`src/rtl/mem_word_sequencer.sv`:
```
// Byte-serial initiator for a byte-wide data memory: one BYTES-wide load or
// store becomes BYTES consecutive little-endian single-byte accesses.
module mem_word_sequencer #(
  parameter int ADDR_W = 13,
  parameter int BYTES  = 4
) (
  input  logic                 clk,
  input  logic                 rst,
  input  logic                 start,
  input  logic                 we,
  input  logic [ADDR_W-1:0]    addr,
  input  logic [8*BYTES-1:0]   wdata,
  output logic [8*BYTES-1:0]   rdata,
  output logic                 busy,
  output logic                 done,
  output logic [ADDR_W-1:0]    mem_addr,
  output logic [7:0]           mem_wdata,
  output logic                 mem_writeEn,
  input  logic [7:0]           mem_rdata
);

  localparam int CNT_W = (BYTES > 1) ? $clog2(BYTES) : 1;
  localparam logic [CNT_W-1:0] CNT_LAST = CNT_W'(BYTES - 1);

  localparam logic [1:0] S_IDLE   = 2'd0;
  localparam logic [1:0] S_ACCESS = 2'd1;
  localparam logic [1:0] S_DONE   = 2'd2;

  logic [1:0]          state_r;
  logic [CNT_W-1:0]    cnt_r;
  logic [ADDR_W-1:0]   base_r;
  logic                we_r;
  logic [8*BYTES-1:0]  wdata_r;
  logic [8*BYTES-1:0]  rdata_r;
  logic                busy_s;

  // Request acceptance, byte sequencing and little-endian load assembly.
  always_ff @(posedge clk) begin
    if (rst) begin
      state_r <= S_IDLE;
      cnt_r   <= {CNT_W{1'b0}};
      base_r  <= {ADDR_W{1'b0}};
      we_r    <= 1'b0;
      wdata_r <= {(8*BYTES){1'b0}};
      rdata_r <= {(8*BYTES){1'b0}};
    end else begin
      case (state_r)
        S_IDLE, S_DONE: begin
          if (start) begin
            state_r <= S_ACCESS;
            cnt_r   <= {CNT_W{1'b0}};
            base_r  <= addr;
            we_r    <= we;
            wdata_r <= wdata;
          end else begin
            state_r <= S_IDLE;
          end
        end
        S_ACCESS: begin
          if (!we_r) begin
            rdata_r[{cnt_r, 3'b000} +: 8] <= mem_rdata;
          end
          if (cnt_r == CNT_LAST) begin
            state_r <= S_DONE;
          end else begin
            cnt_r <= cnt_r + CNT_W'(1);
          end
        end
        default: begin
          state_r <= S_IDLE;
        end
      endcase
    end
  end

  assign busy_s = (state_r == S_ACCESS);
  assign busy   = busy_s;
  assign done   = (state_r == S_DONE);
  assign rdata  = rdata_r;

  // Memory-side drive depends only on registered state; reset kills the write strobe at once.
  always_comb begin
    mem_addr    = base_r;
    mem_wdata   = 8'd0;
    mem_writeEn = 1'b0;
    if (busy_s) begin
      mem_addr    = base_r + ADDR_W'(cnt_r);
      mem_wdata   = wdata_r[{cnt_r, 3'b000} +: 8];
      mem_writeEn = we_r & ~rst;
    end else begin
      mem_addr    = base_r;
      mem_wdata   = 8'd0;
      mem_writeEn = 1'b0;
    end
  end

endmodule
```
`config.mk`:
```
export PLATFORM = sky130hd
export DESIGN_NAME = mem_word_sequencer
export DESIGN_NICKNAME = d
export VERILOG_FILES = /design/src/rtl/mem_word_sequencer.sv
export SDC_FILE = /design/constraint.sdc
export NUM_CORES = 1
export LEC_CHECK = 0
export ABC_AREA = 1
export CORE_MARGIN = 2
export CORE_UTILIZATION = 45
export CTS_CLUSTER_DIAMETER = 60
export DETAILED_ROUTE_END_ITERATION = 16
export MAX_ROUTING_LAYER = met4
export PLACE_DENSITY = 0.77
export SLEW_MARGIN = 20
export SYNTH_ARGS = -nofsm -noshare
export SYNTH_HDL_FRONTEND = slang
export SYNTH_SLANG_ARGS = --single-unit
```
`constraint.sdc`:
```
create_clock -name clk -period 3 [get_ports clk]
set_input_delay 0.6 -clock clk [delete_from_list [all_inputs] [get_ports clk]]
set_output_delay 0.6 -clock clk [all_outputs]
set_load 0.02 [all_outputs]
```
# [Word-level counts from Yosys, hierarchy flattened]
# Cells that the tools add are included.
[totals] ff_bits=82 out_inout_bits=56 elab_cells=37
[classes] n_addsub=3 eq_ne=6 n_shift=3 mux=10 bitwise_logic=3 reduce_logical=6
[ops] op="$bwmux W32" n=1
[ops] op="$shift A8 B7 Y32 const A" n=1
[ops] op="$shiftx A32 B6 Y8" n=1
[ops] op="$shiftx A8 B7 Y32" n=1
[ops] op="$add A13 B2 Y13" n=1
[ops] op="$mux W13" n=1
[ops] op="$mux W8" n=1
[ops] op="$pmux W2 S2" n=2
[ops] op="$neg A5 Y7" n=1
[ops] op="$mux W2" n=3
[ops] op="$eq A2 B2 Y1 const B" n=2
[ops] op="$ne A2 B2 Y1 const B" n=2
[ops] op="$reduce_and A2 Y1" n=2
[ops] op="$reduce_and A3 Y1" n=1
[ops] op="$add A2 B1 Y2 const B" n=1
[ops] op="$eq A2 B1 Y1 const B" n=1
[ops] op="$logic_not A2 Y1" n=1
[ops] op="$mux W1" n=2
[ops] op="$ne A2 B1 Y1 const B" n=1
[ops] op="$not A1 Y1" n=2
[ops] op="$reduce_bool A2 Y1" n=1
[ops] op="$reduce_or A2 Y1" n=1
[ops] op="$and A1 B1 Y1" n=1

# [Logic depth before layout (Yosys ltp)]
[depth] word_depth=4 mapped_depth=9 mapped_depth_nobuf=9

# [Worst setup path after synthesis]
# No wires, ideal clock.
[synth_path] kind="reg2out" from="register cnt_r[1]" to="output mem_addr[6]" arrival_ns=2.118 required_ns=2.400 path_slack_ns=0.282 stages_incl_launch_ff=8 path_buffers=1 path_cell_list="dfxtp_1 > buf_2 > clkinv_1 > fa_1 > nor2_1 > nand2_1 > nor2_4 > xor2_1"
[synth_between] elab_chain_cells=2
[synth_lines] item="from (decl)" line="30" text="logic [CNT_W-1:0] cnt_r;"
[synth_lines] item="from (signal assigned)" line="41" text="cnt_r <= {CNT_W{1'b0}};"
[synth_lines] item="from (signal assigned)" line="51" text="cnt_r <= {CNT_W{1'b0}};"
[synth_lines] item="from (signal assigned)" line="66" text="cnt_r <= cnt_r + CNT_W'(1);"
[synth_lines] item="$add A13 B2 Y13" line="87" text="mem_addr = base_r + ADDR_W'(cnt_r);"
[synth_lines] item="$mux W13" line="86" text="if (busy_s) begin"
[synth_lines] item="to (decl)" line="16" text="output logic [ADDR_W-1:0] mem_addr,"
# Every way passes these cells.

# [Worst setup path in the final report]
[layout_path] from="register base_r[0]" to="output mem_addr[1]"
[layout_between] elab_chain_cells=2
[layout_lines] item="from (decl)" line="31" text="logic [ADDR_W-1:0] base_r;"
[layout_lines] item="from (signal assigned)" line="42" text="base_r <= {ADDR_W{1'b0}};"
[layout_lines] item="from (signal assigned)" line="52" text="base_r <= addr;"
[layout_lines] item="$add A13 B2 Y13" line="87"
[layout_lines] item="$mux W13" line="86"
# Every way passes these cells.

==> qor.json <==
{
  "outcome": "complete, no violations",
  "max-vdd-ir-drop_v": 0.000217,
  "drive_gt1_frac": 0.0552,
  "multi_input_gate_area_in_the_final_layout_sq_mm": 0.00189,
  "number_of_synthesized_flops_with_an_enable_pin": 0,
  "total_power_w": 0.00253,
  "seq_area_frac_synth": 0.438,
  "rsz0062_at_grt": "no",
  "cts_buffer_depth": 2,
  "drc": 0,
  "placeableCoreArea_sq_mm": 0.00813,
  "firstDrtPassIters": 4,
  "hold_path_class": "flip-flop to flip-flop",
  "worst_slew_pin_slew_ps": 632,
  "num_vias": 3802,
  "drt-wirelength-per-cell_um": 13.0,
  "grt.overflow.total": 0,
  "pin_count": 113,
  "tritoncts.num_buffers": 9,
  "floorplan.rows": 33,
  "grt_pass1_vias": 3505,
  "fin_ws_ps": 118,
  "drt-initial-drc-count": 179,
  "postCtsSetupBuffers": 0,
  "final_hold_viol_count": 0,
  "yosysTopAreaCell": "sky130_fd_sc_hd__dfxtp_1",
  "criticalPathCategory": "flip-flop to output pin",
  "fp.dieArea_sq_mm": 0.00907,
  "grt_pass1_wl_mm": 16.0,
  "final_net_count": 713,
  "place_congestion": 0.881,
  "cts_max_level": 3,
  "critPathArrivalTime_ps": 2280,
  "power.density_mw_per_mm2": 489,
  "dieWidth_um": 95.2,
  "synth_area_per_cell_sq_um": 6.92,
  "p_leak_nw": 2.07,
  "number_of_maximum_capacitance_constraint_violations": 0,
  "grt_usage": 0.229,
  "synthesis.yosys.warnings": 0,
  "cp.required_ps": 2400,
  "syn_nets": 607,
  "synth_flop_cell": "sky130_fd_sc_hd__dfxtp_1",
  "synthTopCellsByArea": "sky130_fd_sc_hd__dfxtp_1 (44%), sky130_fd_sc_hd__nor2_1 (17%), sky130_fd_sc_hd__o21ai_0 (12%)",
  "synthesis_stage_register_bit_count": 82,
  "finalMaxSlewViolations": 0,
  "floorplan.initialDensity": 0.461,
  "tritoncts": "done",
  "netlist_top_cells_count": "sky130_fd_sc_hd__nor2_1 (166), sky130_fd_sc_hd__o21ai_0 (88), sky130_fd_sc_hd__dfxtp_1 (82)",
  "postLayoutCellArea_sq_mm": 0.00516,
  "post-place-ws_ps": 158,
  "clk_root_buffer_cell": "sky130_fd_sc_hd__clkbuf_8",
  "fin_setup_tns_ps": 0,
  "maxSlewHeadroom": 0.577,
  "netlist_instances": 541,
  "ant_nets": 0,
  "fp.dieH_um": 95.2,
  "clock-skew-final_ps": 6.31,
  "critical_path.startpoint_type": "flip-flop",
  "async_reset_ff_frac": 0,
  "area.growth.synth_to_final_pct": 37.8,
  "antennaDiodeCount": 0,
  "buffer_ports.inserted": 112,
  "layout.area.seq_sq_mm": 0.00164,
  "worst_skew_pair_latency_ps": 350,
  "clock_sink_count": 82,
  "final_period_minus_worst_setup_slack_ps": 2880,
  "detailed_place.area_sq_mm": 0.00496,
  "end_kind": "output pin",
  "maxClockFrequency_mhz": 347,
  "detailed_place_hpwl_mm": 7.06,
  "final_min_period_over_clock_period": 0.961,
  "layout.filler_cells": 719,
  "crit_path_max_fanout": 3,
  "cts.clk_slew.worst_paths_ps": 80,
  "drt-total-wl_mm": 9.81,
  "detail_route.vias_per_cell": 5.02,
  "synth.most_common_cell": "sky130_fd_sc_hd__nor2_1",
  "post_synthesis_cell_area_sq_mm": 0.00375,
  "grt_antenna_before_repair": 0,
  "finalSetupViolations": 0,
  "yosys.area.top_type_share": 0.438,
  "synth.distinct_cells": 25,
  "largest_net_degree_at_the_start_of_global_routing": 54
}
==> layout by cell type (no fill, tap or decap), drive strengths merged <==
cell	instances
buf	9
nand2	70
bufinv	1
nand3	18
ha	8
o21ai	89
dfxtp	82
nand3b	2
clkdlybuf4s50	102
xnor2	3
nor3	3
dlygate4sd2	2
clkinv	4
nor2	171
nand4	8
o21bai	1
fa	1
dlymetal6s2s	5
xor2	2
clkinvlp	3
a21oi	31
clkbuf	13
inv	24
==> worst paths after layout <==
check	from	to	slack, ps	cells after the start
setup reg to reg	cnt_r[0]$_SDFFE_PP0P_	rdata[0]$_SDFFE_PP0P_	1080	7
hold reg to reg	rdata[17]$_SDFFE_PP0P_	rdata[17]$_SDFFE_PP0P_	470	2
setup / recovery	base_r[0]$_SDFFE_PP0P_	mem_addr[1]	120	5
hold / removal	rdata[17]$_SDFFE_PP0P_	rdata[17]$_SDFFE_PP0P_	470	2
==> cell type report <==
type | count | share of cell area
Sequential cell | 82 | 0.318
Tap cell | 105 | 0.0255
Multi-Input combinational cell | 407 | 0.366
Timing Repair Buffer | 121 | 0.232
Clock inverter | 6 | 0.0128
Inverter | 26 | 0.0189
Clock buffer | 10 | 0.0267
==> routing by layer <==
metal  share of wire  track usage
met2            0.48        0.374
met5               0            -
met4          0.0075       0.0531
met1            0.45        0.294
met3           0.069       0.0451
==> critical path, cell delays in order, from the launching register on <==
cell                              delay (ps)
sky130_fd_sc_hd__dfxtp_1                 360
sky130_fd_sc_hd__ha_1                    200
sky130_fd_sc_hd__inv_1                    70
sky130_fd_sc_hd__fa_1                    430
sky130_fd_sc_hd__o21ai_0                 210
sky130_fd_sc_hd__clkdlybuf4s50_1         660
==> sequential cells by signal, summed over array words and instances, names as in the netlist <==
name,cells
rdata,32
state_r,2
we_r,1
cnt_r,2
base_r,13
wdata_r,32
==> repair_timing <==
action,CTS,global route
resized for setup,5,11
hold buffers,0,0
endpoints found under the setup margin,5,8
hold endpoints to repair,0,0
==> logic make-up after synthesis <==
family / after synthesis / share of synthesized area
adders and majority gates: 9 / 0.0321
AOI/OAI and AO/OA: 121 / 0.162
and+or+nand+nor: 272 / 0.299
buffers and inverters: 52 / 0.0571
xor gates and xnor gates: 5 / 0.0117
DFF: 82 / 0.438
==> metrics by stage <==
step,instances,utilization,hold slack (ps)
final,757,0.635,467
after global routing,757,0.635,503
after CTS,757,0.634,470
after detailed placement,741,0.610,458
after global placement,741,0.610,456
after floorplan,541,-,450
==> where the power goes <==
| part | total [W] | leakage (nW) | switching (W) | internal [W] |
|---|---|---|---|---|
| Combinational | 0.000508 | 1.30 | 0.000290 | 0.000217 |
| Clock | 0.000815 | 0.0945 | 0.000408 | 0.000407 |
| Sequential | 0.00120 | 0.673 | 0.0000456 | 0.00116 |
No activity file was read; power rests on OpenSTA's default activity.
==> variant 1, RTL diff (config.mk and constraints unchanged) <==
Add an input register stage for `addr`, without a reset; this delays it by one clock. The other inputs are not delayed to match.
--- a/src/rtl/mem_word_sequencer.sv
+++ b/src/rtl/mem_word_sequencer.sv
@@ -26,6 +26,12 @@
   localparam logic [1:0] S_ACCESS = 2'd1;
   localparam logic [1:0] S_DONE   = 2'd2;
 
+  logic [ADDR_W-1:0] addr_q;
+
+  always_ff @(posedge clk) begin
+    addr_q <= addr;
+  end
+
   logic [1:0]          state_r;
   logic [CNT_W-1:0]    cnt_r;
   logic [ADDR_W-1:0]   base_r;
@@ -49,7 +55,7 @@
           if (start) begin
             state_r <= S_ACCESS;
             cnt_r   <= {CNT_W{1'b0}};
-            base_r  <= addr;
+            base_r  <= addr_q;
             we_r    <= we;
             wdata_r <= wdata;
           end else begin
Formal check against the unedited RTL: not equivalent (a bounded check fails within 4 cycles, from zero or initial values and one cycle with rst high).
==> variant 1 against the original RTL <==
  * Power is 12% higher
  * Maximum frequency grew 2.6%
  * Wire length up 4.9%
  * Sequential power up 16%
  * Final area grew 6.5%
  * Worst setup slack improved by 0.073 ns
  * First-iteration DRC count is 16% higher
  * Critical path depth stayed put
  * Sequential cell count increased by 13
  * Cell count increased by 4.0%
  * Register-to-register slack worse by 0.32 ns
  * Synthesized area is 8.1% higher
  * Largest cell class unchanged
==> variant 1: results <==
export IMPL_antenna_found_initial=0
export IMPL_antennaDiodeCount=0
export IMPL_vdd_ir_drop_worst_mv=0.321
export IMPL_synth_area_top_cells="sky130_fd_sc_hd__dfxtp_1 (47%), sky130_fd_sc_hd__nor2_1 (16%), sky130_fd_sc_hd__o21ai_0 (11%), sky130_fd_sc_hd__nand2_1 (7.0%), sky130_fd_sc_hd__a21oi_1 (3.7%)"
export IMPL_result_of_the_run="complete, no violations"
export IMPL_rrSetupSlack_ns=0.76
export IMPL_final_net_count=740
export IMPL_wl_microns=10300
export IMPL_n_fill_cell=761
export IMPL_syn_nets=632
export IMPL_hold_path_class="flop to flop"
export IMPL_drt_first_pass_iters=5
export IMPL_globalRouteTotalUtil=0.214
export IMPL_post_synth_xor_area_fraction=0.0130
export IMPL_finClkSkew_ns=0.00789
export IMPL_power_static_leakage_nw=2.23
export IMPL_hold_worst_slack_ns=0.467
export IMPL_worstPathMaxFanout=3
export IMPL_grt_max_degree=42
export IMPL_gpl_final_weighted_congestion=0.928
export IMPL_maxSlewHeadroom=0.469
export IMPL_final_layout_size_suffix_gt1_frac=0.0589
export IMPL_first_global_vias=3697
export IMPL_synth_compound_area_frac=0.148
export IMPL_first_iter_violations=207
export IMPL_hpwlAfterDp_microns=7390
export IMPL_m1WireLength_microns=4690
export IMPL_synth_adder_area_share=0.0297
export IMPL_fraction_of_the_yosys_area_taken_by_sequential_cells=0.470
export IMPL_synth_cell_type_count=27
export IMPL_yosys_top_cells_count="sky130_fd_sc_hd__nor2_1 (174), sky130_fd_sc_hd__dfxtp_1 (95), sky130_fd_sc_hd__o21ai_0 (85)"
export IMPL_dr_wl_met2_microns=4750
export IMPL_grt_pass1_wl_microns=16700
export IMPL_met3_wirelength_microns=657
export IMPL_power_report_internal_total_mw=2.02
export IMPL_routed_via_count=3960
export IMPL_cts_max_path_buffers=2
[variant 1: cell types whose count changed after synthesis, sizes merged]
cell    delta
a21oi      -1
dfxtp     +13
inv        +6
nand2      +8
nand3      -6
nand3b     -1
nand4      -1
nor2       +8
nor3       -1
o21ai      -1
xor2       +1
[variant 1: worst max-delay path, stage by stage (launching register included)]
cell and delay, ns:
sky130_fd_sc_hd__dfxtp_1 0.36, sky130_fd_sc_hd__ha_1 0.20, sky130_fd_sc_hd__inv_1 0.07, sky130_fd_sc_hd__fa_1 0.41, sky130_fd_sc_hd__o21ai_0 0.18, sky130_fd_sc_hd__clkdlybuf4s50_1 0.64
[variant 1: cells by family (layout without fill, tap and decap cells)]
| group | count (synthesis) | count (layout) |
|---|---|---|
| simple gates | 279 | 279 |
| flops | 95 | 95 |
| fa+ha+maj | 9 | 9 |
| xor+xnor | 6 | 6 |
| buf+inv | 58 | 171 |
| compound gates | 119 | 119 |
[variant 1: final timing paths]
| path | start | end | cells after the start |
|---|---|---|---|
| setup / recovery | base_r[0] | mem_addr[1] | 5 |
| hold / removal | rdata[21] | rdata[21] | 2 |
| hold reg to reg | rdata[21] | rdata[21] | 2 |
| setup reg to reg | cnt_r[0] | rdata[28] | 9 |
[variant 1: power by group through the flow]
stage	sequential [mW]	combinational (mW)	clock [mW]
floorplan	1.42	0.324	0
global placement	1.42	0.561	0
detailed placement	1.42	0.571	0
CTS	1.39	0.572	0.874
global route	1.40	0.643	0.924
finish	1.39	0.578	0.864
[variant 1: area by class of cell]
class | count | area [sq um] | area share
multi-input combinational | 413 | 1910 | 0.348
inverter | 32 | 124 | 0.0225
tap | 108 | 135 | 0.0246
timing repair inverter | 1 | 7.51 | 0.00137
timing repair buffer | 122 | 1210 | 0.220
clock inverter | 4 | 53.8 | 0.00979
sequential | 95 | 1900 | 0.346
clock buffer | 12 | 155 | 0.0282
[variant 1: per-layer routing]
metal	vias up	global-route usage
li1	2020	-
met1	1760	0.276
met2	160	0.340
met3	20	0.0340
met4	0	0.0769
met5	-	-
[variant 1: timing repair]
item                                    CTS  global route
cloned                                    0             1
endpoints found under the setup margin    6            16
resized for setup                         7            13
buffers inserted                          0             2
[variant 1: stage by stage]
| stage | util | worst slack, ns | area [sq um] | instances | total power [mW] |
|---|---|---|---|---|---|
| detailed placement | 0.603 | 0.119 | 5260 | 768 | 1.99 |
| global placement | 0.603 | 0.192 | 5260 | 768 | 1.98 |
| floorplan | - | 0.257 | 4050 | 566 | 1.75 |
| CTS | 0.627 | 0.0393 | 5470 | 784 | 2.84 |
| finish | 0.630 | 0.190 | 5500 | 787 | 2.83 |
| global route | 0.630 | 0.0216 | 5500 | 787 | 2.97 |
==> variant 2, RTL diff (same settings) <==
Without the edit above. The parameter `ADDR_W` goes from 13 to 14.
--- a/src/rtl/mem_word_sequencer.sv
+++ b/src/rtl/mem_word_sequencer.sv
@@ -1,7 +1,7 @@
 // Byte-serial initiator for a byte-wide data memory: one BYTES-wide load or
 // store becomes BYTES consecutive little-endian single-byte accesses.
 module mem_word_sequencer #(
-  parameter int ADDR_W = 13,
+  parameter int ADDR_W = 14,
   parameter int BYTES  = 4
 ) (
   input  logic                 clk,
Ports: changed (resized addr and mem_addr); port bits go from 113 to 115. No check against the original RTL was run, so the function may have changed too.
==> variant 2 against the original RTL <==
  * Worst setup slack improved by 0.026 ns
  * Wire length is 1.8% higher
  * Final area increased by 1.3%
  * Power rose by 0.56%
  * Synthesized area increased by 1.5%
  * First-iteration DRC count is 10% higher
  * Synthesized cell count increased by 2.6%
  * Sequential cell count grew 1
  * Largest cell class unchanged
  * Highest routed layer unchanged
==> variant 2: results <==
export IMPL_most_used_flip_flop_cell_after_synthesis="sky130_fd_sc_hd__dfxtp_1"
export IMPL_fraction_of_the_yosys_area_taken_by_sequential_cells=0.437
export IMPL_first_iter_violations=197
export IMPL_wl_microns=9980
export IMPL_clkTransAtPathRegs_ns=0.07
export IMPL_place_detailed_instances=757
export IMPL_synth_compound_area_frac=0.159
export IMPL_globalRouteTotalUtil=0.228
export IMPL_final_net_count=731
export IMPL_final_layout_size_suffix_gt1_frac=0.0600
export IMPL_n_fill_cell=753
export IMPL_cp_data_arrival_time_ns=2.26
export IMPL_pre_cts_ws_ns=0.253
export IMPL_cts_inserted_buffers=9
export IMPL_result_of_the_run="complete, no violations"
export IMPL_post_synth_xor_area_fraction=0.0161
export IMPL_clock_tree_htree_level_count=3
export IMPL_synth_area_top_cells="sky130_fd_sc_hd__dfxtp_1 (44%), sky130_fd_sc_hd__nor2_1 (17%), sky130_fd_sc_hd__o21ai_0 (9.0%), sky130_fd_sc_hd__nand2_1 (6.7%), sky130_fd_sc_hd__a21oi_1 (4.3%)"
export IMPL_gpl_final_weighted_congestion=0.854
export IMPL_power_static_leakage_nw=2.16
export IMPL_grt_pass1_wl_microns=16100
export IMPL_synth_cell_type_count=26
export IMPL_syn_nets=622
export IMPL_post_cts_setup_buffers=0
export IMPL_maxSlewHeadroom=0.568
export IMPL_report_final_slew_viol_count=0
export IMPL_synth_area_mux_share=0
export IMPL_finClkSkew_ns=0.00580
export IMPL_grt_max_degree=40
export IMPL_worstPathMaxFanout=13
export IMPL_via_per_inst=5.04
export IMPL_first_global_vias=3697
export IMPL_yosys_top_cells_count="sky130_fd_sc_hd__nor2_1 (170), sky130_fd_sc_hd__dfxtp_1 (83), sky130_fd_sc_hd__nand2_1 (68), sky130_fd_sc_hd__o21ai_0 (68), sky130_fd_sc_hd__a21oi_1 (33)"
export IMPL_clk_latency_ns=0.34
export IMPL_cts_max_path_buffers=2
export IMPL_antennaDiodeCount=0
export IMPL_clock_root_buffer="sky130_fd_sc_hd__clkbuf_8"
export IMPL_switching_power_summed_over_all_nets_mw=0.734
export IMPL_hpwlAfterDp_microns=7430
export IMPL_vdd_ir_drop_worst_mv=0.358
export IMPL_synth_async_sr_flop_share=0
export IMPL_routed_wire_length_per_instance_microns=12.9
export IMPL_antenna_found_initial=0
export IMPL_yosysWarnings=0
export IMPL_synth_adder_area_share=0.0316
export IMPL_syn_instance_count=555
export IMPL_buffer_ports_inserted=114
export IMPL_hold_path_class="flop to flop"
export IMPL_drt_first_pass_iters=4
## variant 2: through the flow
stage / util / cell area, sq um
6_report: 0.637 / 5230
5_1_grt: 0.637 / 5230
4_1_cts: 0.634 / 5210
3_5_place_dp: 0.612 / 5030
3_3_place_gp: 0.612 / 5030
2_1_floorplan: - / 3800
## variant 2: repair_timing
action	CTS	global route
setup endpoints to repair	8	14
resized for setup	7	13
cloned	0	1
## variant 2: worst paths after layout
check,from,end,slack (ns),cells after the start
setup / recovery,cnt_r[1],mem_addr[11],0.14,9
hold / removal,rdata[4],rdata[4],0.47,2
setup reg to reg,cnt_r[0],rdata[20],0.72,8
hold reg to reg,rdata[4],rdata[4],0.47,2
## variant 2: kinds of logic after synthesis
kind of cell | after synthesis
AND/OR/NAND/NOR | 274
AO/OA/AOI/OAI | 120
flip-flops | 83
buffers and inverters | 62
adder cells (fa/ha/maj) | 9
XOR/XNOR | 7
## variant 2: cell type report
cell class | instances | area, sq um | share of cell area
clock buffer | 11 | 141 | 0.0270
tap | 105 | 131 | 0.0251
timing repair inverter | 1 | 7.51 | 0.00144
clock inverter | 3 | 40.0 | 0.00766
multi-input combinational | 410 | 1900 | 0.362
inverter | 35 | 135 | 0.0258
timing repair buffer | 124 | 1220 | 0.233
sequential | 83 | 1660 | 0.318
## variant 2: worst max-delay path: stages (launching register included)
cell and delay (ns):
sky130_fd_sc_hd__dfxtp_1 0.32, sky130_fd_sc_hd__buf_4 0.18, sky130_fd_sc_hd__ha_1 0.29, sky130_fd_sc_hd__nand2_1 0.05, sky130_fd_sc_hd__nand2_1 0.07, sky130_fd_sc_hd__nand3_1 0.08, sky130_fd_sc_hd__nor2_2 0.18, sky130_fd_sc_hd__nand3b_1 0.09
sky130_fd_sc_hd__nand2_1 0.07, sky130_fd_sc_hd__clkdlybuf4s50_1 0.59
## variant 2: routing by layer
| layer | share of wire | GRT usage | vias to the layer above |
|---|---|---|---|
| met5 | 0 | - | - |
| met4 | 0.011 | 0.0690 | 0 |
| met3 | 0.056 | 0.0509 | 13 |
| met2 | 0.49 | 0.383 | 115 |
| met1 | 0.45 | 0.275 | 1774 |
| li1 | - | - | 1990 |
## variant 2: power groups by stage
stage | sequential [mW] | combinational [mW] | clock [mW]
after floorplan | 1.25 | 0.311 | 0
after global placement | 1.24 | 0.551 | 0
after global routing | 1.22 | 0.628 | 0.822
final | 1.22 | 0.560 | 0.761
after detailed placement | 1.24 | 0.559 | 0
after CTS | 1.22 | 0.558 | 0.775
